`config.mk`:
```
export PLATFORM = sky130hd
export DESIGN_NAME = mips_multicycle_ctrl
export DESIGN_NICKNAME = d
export VERILOG_FILES = /design/src/rtl/mips_multicycle_ctrl.sv
export SDC_FILE = /design/constraint.sdc
export NUM_CORES = 1
export LEC_CHECK = 0
export ABC_AREA = 1
export ABC_CLOCK_PERIOD_IN_PS = 2900
export CORE_ASPECT_RATIO = 0.9
export CORE_MARGIN = 8
export CORE_UTILIZATION = 35
export DETAILED_ROUTE_END_ITERATION = 8
export GPL_TIMING_DRIVEN = 0
export PLACE_DENSITY = 0.74
export SETUP_SLACK_MARGIN = 0.05
export SYNTH_ARGS = -nofsm -noshare
export SYNTH_HDL_FRONTEND = slang
export SYNTH_SLANG_ARGS = --single-unit
```
`constraint.sdc`:
```
create_clock -name clk -period 2.9 [get_ports clk]
set_input_delay 0.58 -clock clk [delete_from_list [all_inputs] [get_ports clk]]
set_output_delay 0.58 -clock clk [all_outputs]
set_load 0.03 [all_outputs]
```
`src/rtl/mips_multicycle_ctrl.sv`:
```
// mips_multicycle_ctrl: Moore control FSM for the multicycle shared-ALU/shared-memory MIPS datapath
// Inputs : clk, reset (async, active-high), op/funct from the instruction register, zero from the ALU
// Outputs: pcen, iord, memwrite, irwrite, regwrite, regdst, memtoreg, alusrca, alusrcb, pcsrc,
//          alucontrol, illegal (DECODE pulse on unsupported op), state (debug)
module mips_multicycle_ctrl (
  input  logic       clk,
  input  logic       reset,
  input  logic [5:0] op,
  input  logic [5:0] funct,
  input  logic       zero,
  output logic       pcen,
  output logic       iord,
  output logic       memwrite,
  output logic       irwrite,
  output logic       regwrite,
  output logic [1:0] regdst,
  output logic [1:0] memtoreg,
  output logic       alusrca,
  output logic [1:0] alusrcb,
  output logic [1:0] pcsrc,
  output logic [2:0] alucontrol,
  output logic       illegal,
  output logic [3:0] state
);
  typedef enum logic [3:0] {
    FETCH = 4'd0, DECODE = 4'd1, MEMADR = 4'd2, MEMRD = 4'd3, MEMWB = 4'd4,
    MEMWR = 4'd5, RTYPEEX = 4'd6, RTYPEWB = 4'd7, BEQEX = 4'd8, BNEEX = 4'd9,
    ADDIEX = 4'd10, ADDIWB = 4'd11, JEX = 4'd12, JALEX = 4'd13, JREX = 4'd14
  } state_t;
  localparam logic [5:0] OP_R = 6'b000000, OP_LW = 6'b100011, OP_SW = 6'b101011,
    OP_BEQ = 6'b000100, OP_BNE = 6'b000101, OP_ADDI = 6'b001000, OP_J = 6'b000010,
    OP_JAL = 6'b000011, FN_JR = 6'b001000;
  state_t state_q, state_d;
  logic pcwrite, branch, bne, mw, irw, rw;
  always_ff @(posedge clk or posedge reset)
    if (reset) state_q <= FETCH;
    else state_q <= state_d;
  always_comb begin
    state_d = FETCH;
    pcwrite = 1'b0;
    branch = 1'b0;
    bne = 1'b0;
    iord = 1'b0;
    mw = 1'b0;
    irw = 1'b0;
    rw = 1'b0;
    regdst = 2'b00;
    memtoreg = 2'b00;
    alusrca = 1'b0;
    alusrcb = 2'b00;
    pcsrc = 2'b00;
    alucontrol = 3'b010;
    illegal = 1'b0;
    case (state_q)
      DECODE: begin
        alusrcb = 2'b11;
        case (op)
          OP_LW, OP_SW: state_d = MEMADR;
          OP_R: state_d = (funct == FN_JR) ? JREX : RTYPEEX;
          OP_BEQ: state_d = BEQEX;
          OP_BNE: state_d = BNEEX;
          OP_ADDI: state_d = ADDIEX;
          OP_J: state_d = JEX;
          OP_JAL: state_d = JALEX;
          default: illegal = 1'b1;
        endcase
      end
      MEMADR: begin
        alusrca = 1'b1;
        alusrcb = 2'b10;
        state_d = (op == OP_LW) ? MEMRD : MEMWR;
      end
      MEMRD: begin
        iord = 1'b1;
        state_d = MEMWB;
      end
      MEMWB: begin
        rw = 1'b1;
        memtoreg = 2'b01;
      end
      MEMWR: begin
        iord = 1'b1;
        mw = 1'b1;
      end
      RTYPEEX: begin
        alusrca = 1'b1;
        alucontrol = (funct == 6'b100010) ? 3'b110 :
                     (funct == 6'b100100) ? 3'b000 :
                     (funct == 6'b100101) ? 3'b001 :
                     (funct == 6'b101010) ? 3'b111 : 3'b010;
        state_d = RTYPEWB;
      end
      RTYPEWB: begin
        rw = 1'b1;
        regdst = 2'b01;
      end
      BEQEX, BNEEX: begin
        alusrca = 1'b1;
        alucontrol = 3'b110;
        pcsrc = 2'b01;
        branch = (state_q == BEQEX);
        bne = (state_q == BNEEX);
      end
      ADDIEX: begin
        alusrca = 1'b1;
        alusrcb = 2'b10;
        state_d = ADDIWB;
      end
      ADDIWB: rw = 1'b1;
      JEX: begin
        pcsrc = 2'b10;
        pcwrite = 1'b1;
      end
      JALEX: begin
        // PC already holds PC+4 from FETCH, so it is the link value written on the jump edge
        pcsrc = 2'b10;
        pcwrite = 1'b1;
        rw = 1'b1;
        regdst = 2'b10;
        memtoreg = 2'b10;
      end
      JREX: begin
        pcsrc = 2'b11;
        pcwrite = 1'b1;
      end
      default: begin
        irw = 1'b1;
        alusrcb = 2'b01;
        pcwrite = 1'b1;
        state_d = DECODE;
      end
    endcase
  end
  // write enables are held off while reset is high even though state already reads FETCH
  assign pcen = ~reset & (pcwrite | (branch & zero) | (bne & ~zero));
  assign irwrite = ~reset & irw;
  assign regwrite = ~reset & rw;
  assign memwrite = ~reset & mw;
  assign state = state_q;
endmodule
```
After elaboration in Yosys (flattened, before gate mapping)
Cells that the tools add are included.
{ "totals": {"regBits": 4, "inputBits": 15, "output_inout_bits": 22, "wordCells": 73} }
{ "classes": {"n_eq_ne": 26, "muxes": 23, "n_bitwise": 10, "reduce_logical": 13} }
{ "op_table": {"columns": ["op", "count"], "rows": [
  ["== test 6 bit, second input constant", 6],
  ["== test 4 bit, second input constant", 7],
  ["case mux 4 bit (7 select lines)", 1],
  ["case mux 4 bit (6 select lines)", 1],
  ["OR reduction 11 bit", 2],
  ["== test 4 x 3 -> 1 bit, second input constant", 4],
  ["2-to-1 mux 3 bit", 5],
  ["OR reduction 14 bit", 1],
  ["== test 6 x 2 -> 1 bit, second input constant", 2],
  ["== test 6 x 3 -> 1 bit, second input constant", 2],
  ["== test 6 x 4 -> 1 bit, second input constant", 2],
  ["case mux 2 bit (3 select lines)", 2],
  ["2-to-1 mux 1 bit", 10],
  ["OR reduction 2 bit", 5],
  ["OR reduction 9 bit", 1],
  ["== test 4 x 2 -> 1 bit, second input constant", 2],
  ["case mux 2 bit (2 select lines)", 2],
  ["OR reduction 8 bit", 1],
  ["AND 1 bit", 6],
  ["logical NOT 6 bit", 1],
  ["case mux 3 bit (2 select lines)", 1],
  ["OR reduction 5 bit", 1],
  ["== test 4 x 1 -> 1 bit, second input constant", 1],
  ["2-to-1 mux 4 bit", 1],
  ["3 further kinds", 5]
]} }

Longest topological paths before layout
Gate-level depths: netlist of the first run.
{ "depth": {"ltp_word": 7, "mapped_depth": 9, "ltp_nobuf": 9} }

Worst setup path after synthesis of the first run
OpenSTA, ideal clock, no wires.
{ "synth_timing": {"kind": "register -> output", "startpoint": "reg state_q[0] (netlist: state[0])", "endpoint": "out regwrite", "arrival_time_ps": 1837, "required_ps": 2320, "slack_ps": 483, "stages_incl_launch_ff": 6, "path_buffers": 1, "cell_sequence": "dfrtp_1 -> clkbuf_8 -> nand2_1 -> nor2_1 -> nor3_1 -> nor2_1"} }
{ "synth_via": {"elab_chain_len": 4, "elab_cells_between_ends": 7, "classes_between": "4 x eq/ne; 1 x mux; 1 x bitwise; 1 x reduce/logical"} }
{ "synth_rtl": {"columns": ["element", "line_no", "text"], "rows": [
  ["start, declared", "33", "state_t state_q, state_d;"],
  ["start signal, assigned", "37", "else state_q <= state_d;"],
  ["== test 4 bit / == test 4 x 3 -> 1 bit (equally long branches)", "54", "case (state_q)"],
  ["OR reduction 4 bit (no source line) *", null, null],
  ["2-to-1 mux 1 bit *", "54", null],
  ["AND 1 bit *", "137", "assign regwrite = ~reset & rw;"],
  ["end, declared", "15", "output logic regwrite,"]
]} }
Every way passes the cells marked *; elsewhere a longest branch is shown, timed or not.

Worst setup path in the final report of the first run
{ "layout_timing": {"startpoint": "in zero", "endpoint": "out pcen"} }
{ "layout_via": {"elab_chain_len": 4, "elab_cells_between_ends": 6, "classes_between": "6 x bitwise"} }
{ "layout_rtl": {"columns": ["element", "line_no", "text"], "rows": [
  ["start, declared", "10", "input logic zero,"],
  ["AND 1 bit / inverter 1 bit (equally long branches)", "135", "assign pcen = ~reset & (pcwrite | (branch & zero) | (bne & ~zero));"],
  ["bitwise OR 1 bit / AND 1 bit (equally long branches)", "135", null],
  ["bitwise OR 1 bit *", "135", null],
  ["AND 1 bit *", "135", null],
  ["end, declared", "11", "output logic pcen,"]
]} }
Marks and branches as above.

==> out/metrics.csv, run 1 <==
metric;value;unit
syn_area;666;µm²
critPathLaunchType;input port;
utilization;0.579;
reg2reg_slack;1.70;ns
cts_tree;built;
synthAdderAreaFrac;0;
highest_layer;met3;
worstSetupPathType;in -> out;
synth_top_family_by_area;simple AND/OR/NAND/NOR gates;
min_period;2.68;ns
drc_errors;0;
yosys-top-cells-count;nand2_1, inv_1, nor2_1;
hold_class;in -> async;
cts_num_sinks;4;
rsz0062_at_grt;false;
drive_gt1_frac;0.0888;
wl_met3;153;µm
synth_area_leaders;nand2_1, inv_1, dfrtp_1;
r2r_start;state[1];
ant_nets;0;
synth_edf_count;0;
cap_violations;0;
grt_pass1_vias;814;
dr_wl_met2;979;µm
setup_viol;0;
postSynthCellCount;130;
final_cells;194;
finalHoldViolations;0;
outcome;finished clean;
crit_start;zero;
r2r_end;state[2];
slew_headroom;0.780;
fin_skew;0.00295;ns
synth_area_leader_cell;nand2_1;
coreArea;0.00186;mm²
grt_overflow;0;
dpl.hpwl;1.80;mm
vias;889;
rows;15;
synth_compound_area_frac;0.0827;
die_h;57.4;µm
diodes;0;
slew_violations;0;
power_density;471;mW/mm²
synth_xor_area_frac;0.0132;
synth_top_area_share;0.192;
synthMuxAreaShare;0;
post_cts_buffers;0;
syn_to_final_growth;61.7;%
grt_use_total;0.118;
synth_cell_type_count;19;
place_ws;-0.0646;ns
h-tree-depth;1;
fin_crit_sh;0.925;
synth-simple-area-share;0.553;
fin_hold_ws;0.668;ns
numCtsBuffers;3;
seq_area_frac_synth;0.150;
gp_congestion;0.892;
start_util;0.358;
endpoint_kind;primary output;
dp.cells;191;
clock_path_buffers;2;
critPathRequiredTime;2.32;ns
clk_pin_slew;0.04;ns
vdd_drop_max;0.000295;V
arrival;2.10;ns
m1WireLength;909;µm
port_buffers;36;
clk_latency;0.23;ns
p_total;507;µW
grt_pass1_wl;3.48;mm
io_pins;37;
worstMarginPinSlew;0.329;ns
die_x;62.0;µm
grt_max_degree;9;
synth_ff_type;dfrtp_1;
die_area;0.00356;mm²
worst-r2r-cell-count;5;
nets;186;
drtPass1Iterations;4;
power_leakage;0.000564;µW
postSynthAreaPerCell;5.12;µm²
clockRootBuffer;clkbuf_4;
syn-num-nets;145;
yosysWarnings;0;
largest_reg_flops;4;
drtIter0Drc;21;
wl;2.04;mm
synthArstFlopShare;1.00;
synth_most_common_cell;nand2_1;
routed_via_density;4.58;
wl_per_cell;10.5;µm
ys_seq_elements;4;
cp_max_fo;1;
fin_ws;0.217;ns
fmax;373;MHz
critPathCapture;pcen;
antenna_found_initial;0;
-- worst min-delay path by stage --
stage | startpoint | end | slack, ns
6_report | reset | state[0] | 0.67
3_5_place_dp | state[3] | state[3] | 0.77
2_1_floorplan | reset | state[0] | 0.35
4_1_cts | reset | state[0] | 0.67
5_1_grt | reset | state[0] | 0.70
3_3_place_gp | state[0] | state[0] | 0.76
-- repair_timing --
action	CTS	global route
cloned	0	0
gates resized for setup	4	1
hold buffers	0	0
pin swaps	0	0
setup endpoints to repair	4	1
-- placed cells by master, fill, tap and decap left out, drive strengths merged --
cell / instances
buf: 1
nor3: 1
dlygate4sd2: 3
nand4: 5
nand2: 34
a31oi: 1
o21ai: 6
clkdlybuf4s50: 32
clkbuf: 4
xor2: 1
nor4: 1
a21oi: 3
inv: 30
dfrtp: 4
nand3: 12
clkdlybuf4s15: 1
nor2: 30
-- layer usage --
layer	vias up	GRT usage
met5	-	0
met4	0	0.00974
met3	0	0.0179
met2	24	0.201
met1	387	0.156
li1	478	-
-- kinds of logic (layout without fill, tap and decap cells) --
kind of cell / after synthesis / in the layout
AOI/OAI and AO/OA: 10 / 10
xor gates and xnor gates: 1 / 1
buffers and inverters: 32 / 71
DFF: 4 / 4
and+or+nand+nor: 83 / 83
-- power by group --
| group | total [µW] | internal, µW | switching, µW |
|---|---|---|---|
| Combinational | 366 | 143 | 223 |
| Sequential | 76.3 | 66.7 | 9.55 |
| Clock | 65.3 | 46.0 | 19.3 |
-- worst max-delay path: stages --
cell and delay [ns]:
clkdlybuf4s50_1 0.47, xor2_1 0.16, nand2_1 0.06, a31oi_1 0.13, clkdlybuf4s50_1 0.69
-- through the flow --
step	instance area, µm²	setup TNS, ns
after floorplan	666	0
after global placement	1060	-0.0574
after detailed placement	1060	-0.139
after CTS	1070	0
after global routing	1080	0
final	1080	0
-- cell type report --
type	count	area, µm²
sequential	4	100
clock buffer	3	22.5
fill	180	782
buffer	2	21.3
inverter	30	113
tap	25	31.3
timing repair buffer	36	357
multi-input combinational	94	432
Note: power is estimated with default switching activity, not from simulation.
==> inputs of run 2 (changes only) <==
--- a/config.mk
+++ b/config.mk
@@ -11,7 +11,7 @@
 export CORE_MARGIN = 8
 export CORE_UTILIZATION = 35
 export DETAILED_ROUTE_END_ITERATION = 8
-export GPL_TIMING_DRIVEN = 0
+export GPL_TIMING_DRIVEN = 1
 export PLACE_DENSITY = 0.74
 export SETUP_SLACK_MARGIN = 0.05
 export SYNTH_ARGS = -nofsm -noshare
==> run 2 against run 1 <==
Worst setup slack improved by 0.023 ns; design area decreased by 2.2%; first-iteration DRC count increased by 29%; wire length decreased by 1.8%; cell count decreased by 1.0%; register-to-register slack improved by 0.03 ns; sequential share of layout area increased by 0.21 points; highest routed layer is now met4; clock skew increased by 0.0035 ns; worst hold slack improved by 0.0063 ns; largest cell class unchanged; count of clock-buffer cells in the layout unchanged.
==> out/metrics.csv, run 2 (same netlist as run 1, synthesis figures left out) <==
metric;value;unit
hold_class;in -> async;
rsz0062_at_grt;false;
grt_use_total;0.112;
crit_top_cell;clkdlybuf4s50_1;
worst_path_max_delay_cell;clkdlybuf4s50_1;
worstMarginPinSlew;0.336;ns
vdd_drop_max;0.000232;V
r2r_start;state[0];
fmax;376;MHz
cts_resized;3;
clk_latency;0.23;ns
finalHoldViolations;0;
power_leakage;0.000551;µW
slew_violations;0;
endpoint_kind;primary output;
worstSetupPathType;in -> out;
clockRootBuffer;clkbuf_4;
numCtsBuffers;3;
crit_buf_inv;2;
fin_crit_sh;0.917;
drtPass1Iterations;6;
critPathRequiredTime;2.32;ns
clock_path_buffers;2;
h-tree-depth;1;
post_cts_buffers;0;
coreArea;0.00186;mm²
power_density;463;mW/mm²
fin_skew;0.00641;ns
r2r_end;state[2];
setup_viol;0;
slew_headroom;0.776;
final_common_cell;nand2_1;
antenna_found_initial;0;
diodes;0;
arrival;2.08;ns
final_cell_mix;nand2_1, clkdlybuf4s50_1, inv_1;
grt_pass1_wl;3.25;mm
worst-r2r-cell-count;4;
drive_gt1_frac;0.0838;
reg2reg_slack;1.73;ns
min_period;2.66;ns
drtIter0Drc;27;
fillers;192;
cts_tree;built;
port_buffers;36;
fin_hold_ws;0.675;ns
start_util;0.358;
tns;0;ns
wl;2.01;mm
die_x;62.0;µm
crit_start;zero;
cp_top_family;buffers and inverters;
routed_via_density;4.77;
largest_reg_flops;4;
die_area;0.00356;mm²
cts_hold_buf;0;
outcome;finished clean;
vias;916;
io_pins;37;
cp_max_fo;1;
grt_pass1_vias;807;
ant_nets;0;
clk_pin_slew;0.04;ns
cts_num_sinks;4;
cpPeakStageDelay;0.69;ns
path_cells;clkdlybuf4s50_1 -> xor2_1 -> nand2_1 -> a31oi_1 -> clkdlybuf4s50_1;
gp_congestion;0.889;
nets;184;
cap_violations;0;
critPathLaunchType;input port;
grt_max_degree;10;
die_h;57.4;µm
drc_errors;0;
wl_per_cell;10.4;µm
syn_to_final_growth;58.1;%
dpl.hpwl;1.76;mm
rows;15;
grt_overflow;0;
run 2: cell count changes in the layout (fill, tap and decap cells not counted), sizes merged:
cell           delta
clkbuf            -1
clkdlybuf4s15     -1
run 2: worst max-delay path by stage:
stage	to	slack, ns	cells after the start
floorplan	regwrite	0.48	5
detailed placement	alucontrol[0]	-0.02	8
global placement	alucontrol[0]	0.04	8
finish	pcen	0.24	5
CTS	pcen	0.23	5
global route	alucontrol[0]	0.12	8
run 2: area by class of cell:
class | instances | area [µm²] | area share
multi-input combinational | 94 | 432 | 0.410
clock buffer | 3 | 22.5 | 0.0214
tap | 25 | 31.3 | 0.0297
timing repair buffer | 36 | 354 | 0.337
sequential | 4 | 100 | 0.0951
inverter | 30 | 113 | 0.107
run 2: routing by layer:
layer,track usage,vias up,part of all wire
li1,-,474,-
met1,0.126,403,0.42
met2,0.201,37,0.48
met3,0.0202,2,0.087
met4,0.0390,0,0.0075
met5,0,-,0
run 2: power by group:
part	total, µW	leakage (µW)	internal [µW]	switching (µW)
clock network	66.7	0.0000138	46.1	20.6
registers	93.4	0.0000533	66.5	26.9
logic	328	0.000484	128	200
run 2: per-stage QoR:
step / total power [µW] / util / instances / area, µm² / worst slack (ns)
floorplan: 303 / - / 130 / 666 / 0.483
global placement: 421 / 0.556 / 189 / 1030 / 0.0384
detailed placement: 424 / 0.556 / 189 / 1030 / -0.0246
CTS: 495 / 0.566 / 192 / 1050 / 0.230
global route: 523 / 0.566 / 192 / 1050 / 0.119
finish: 488 / 0.566 / 192 / 1050 / 0.240
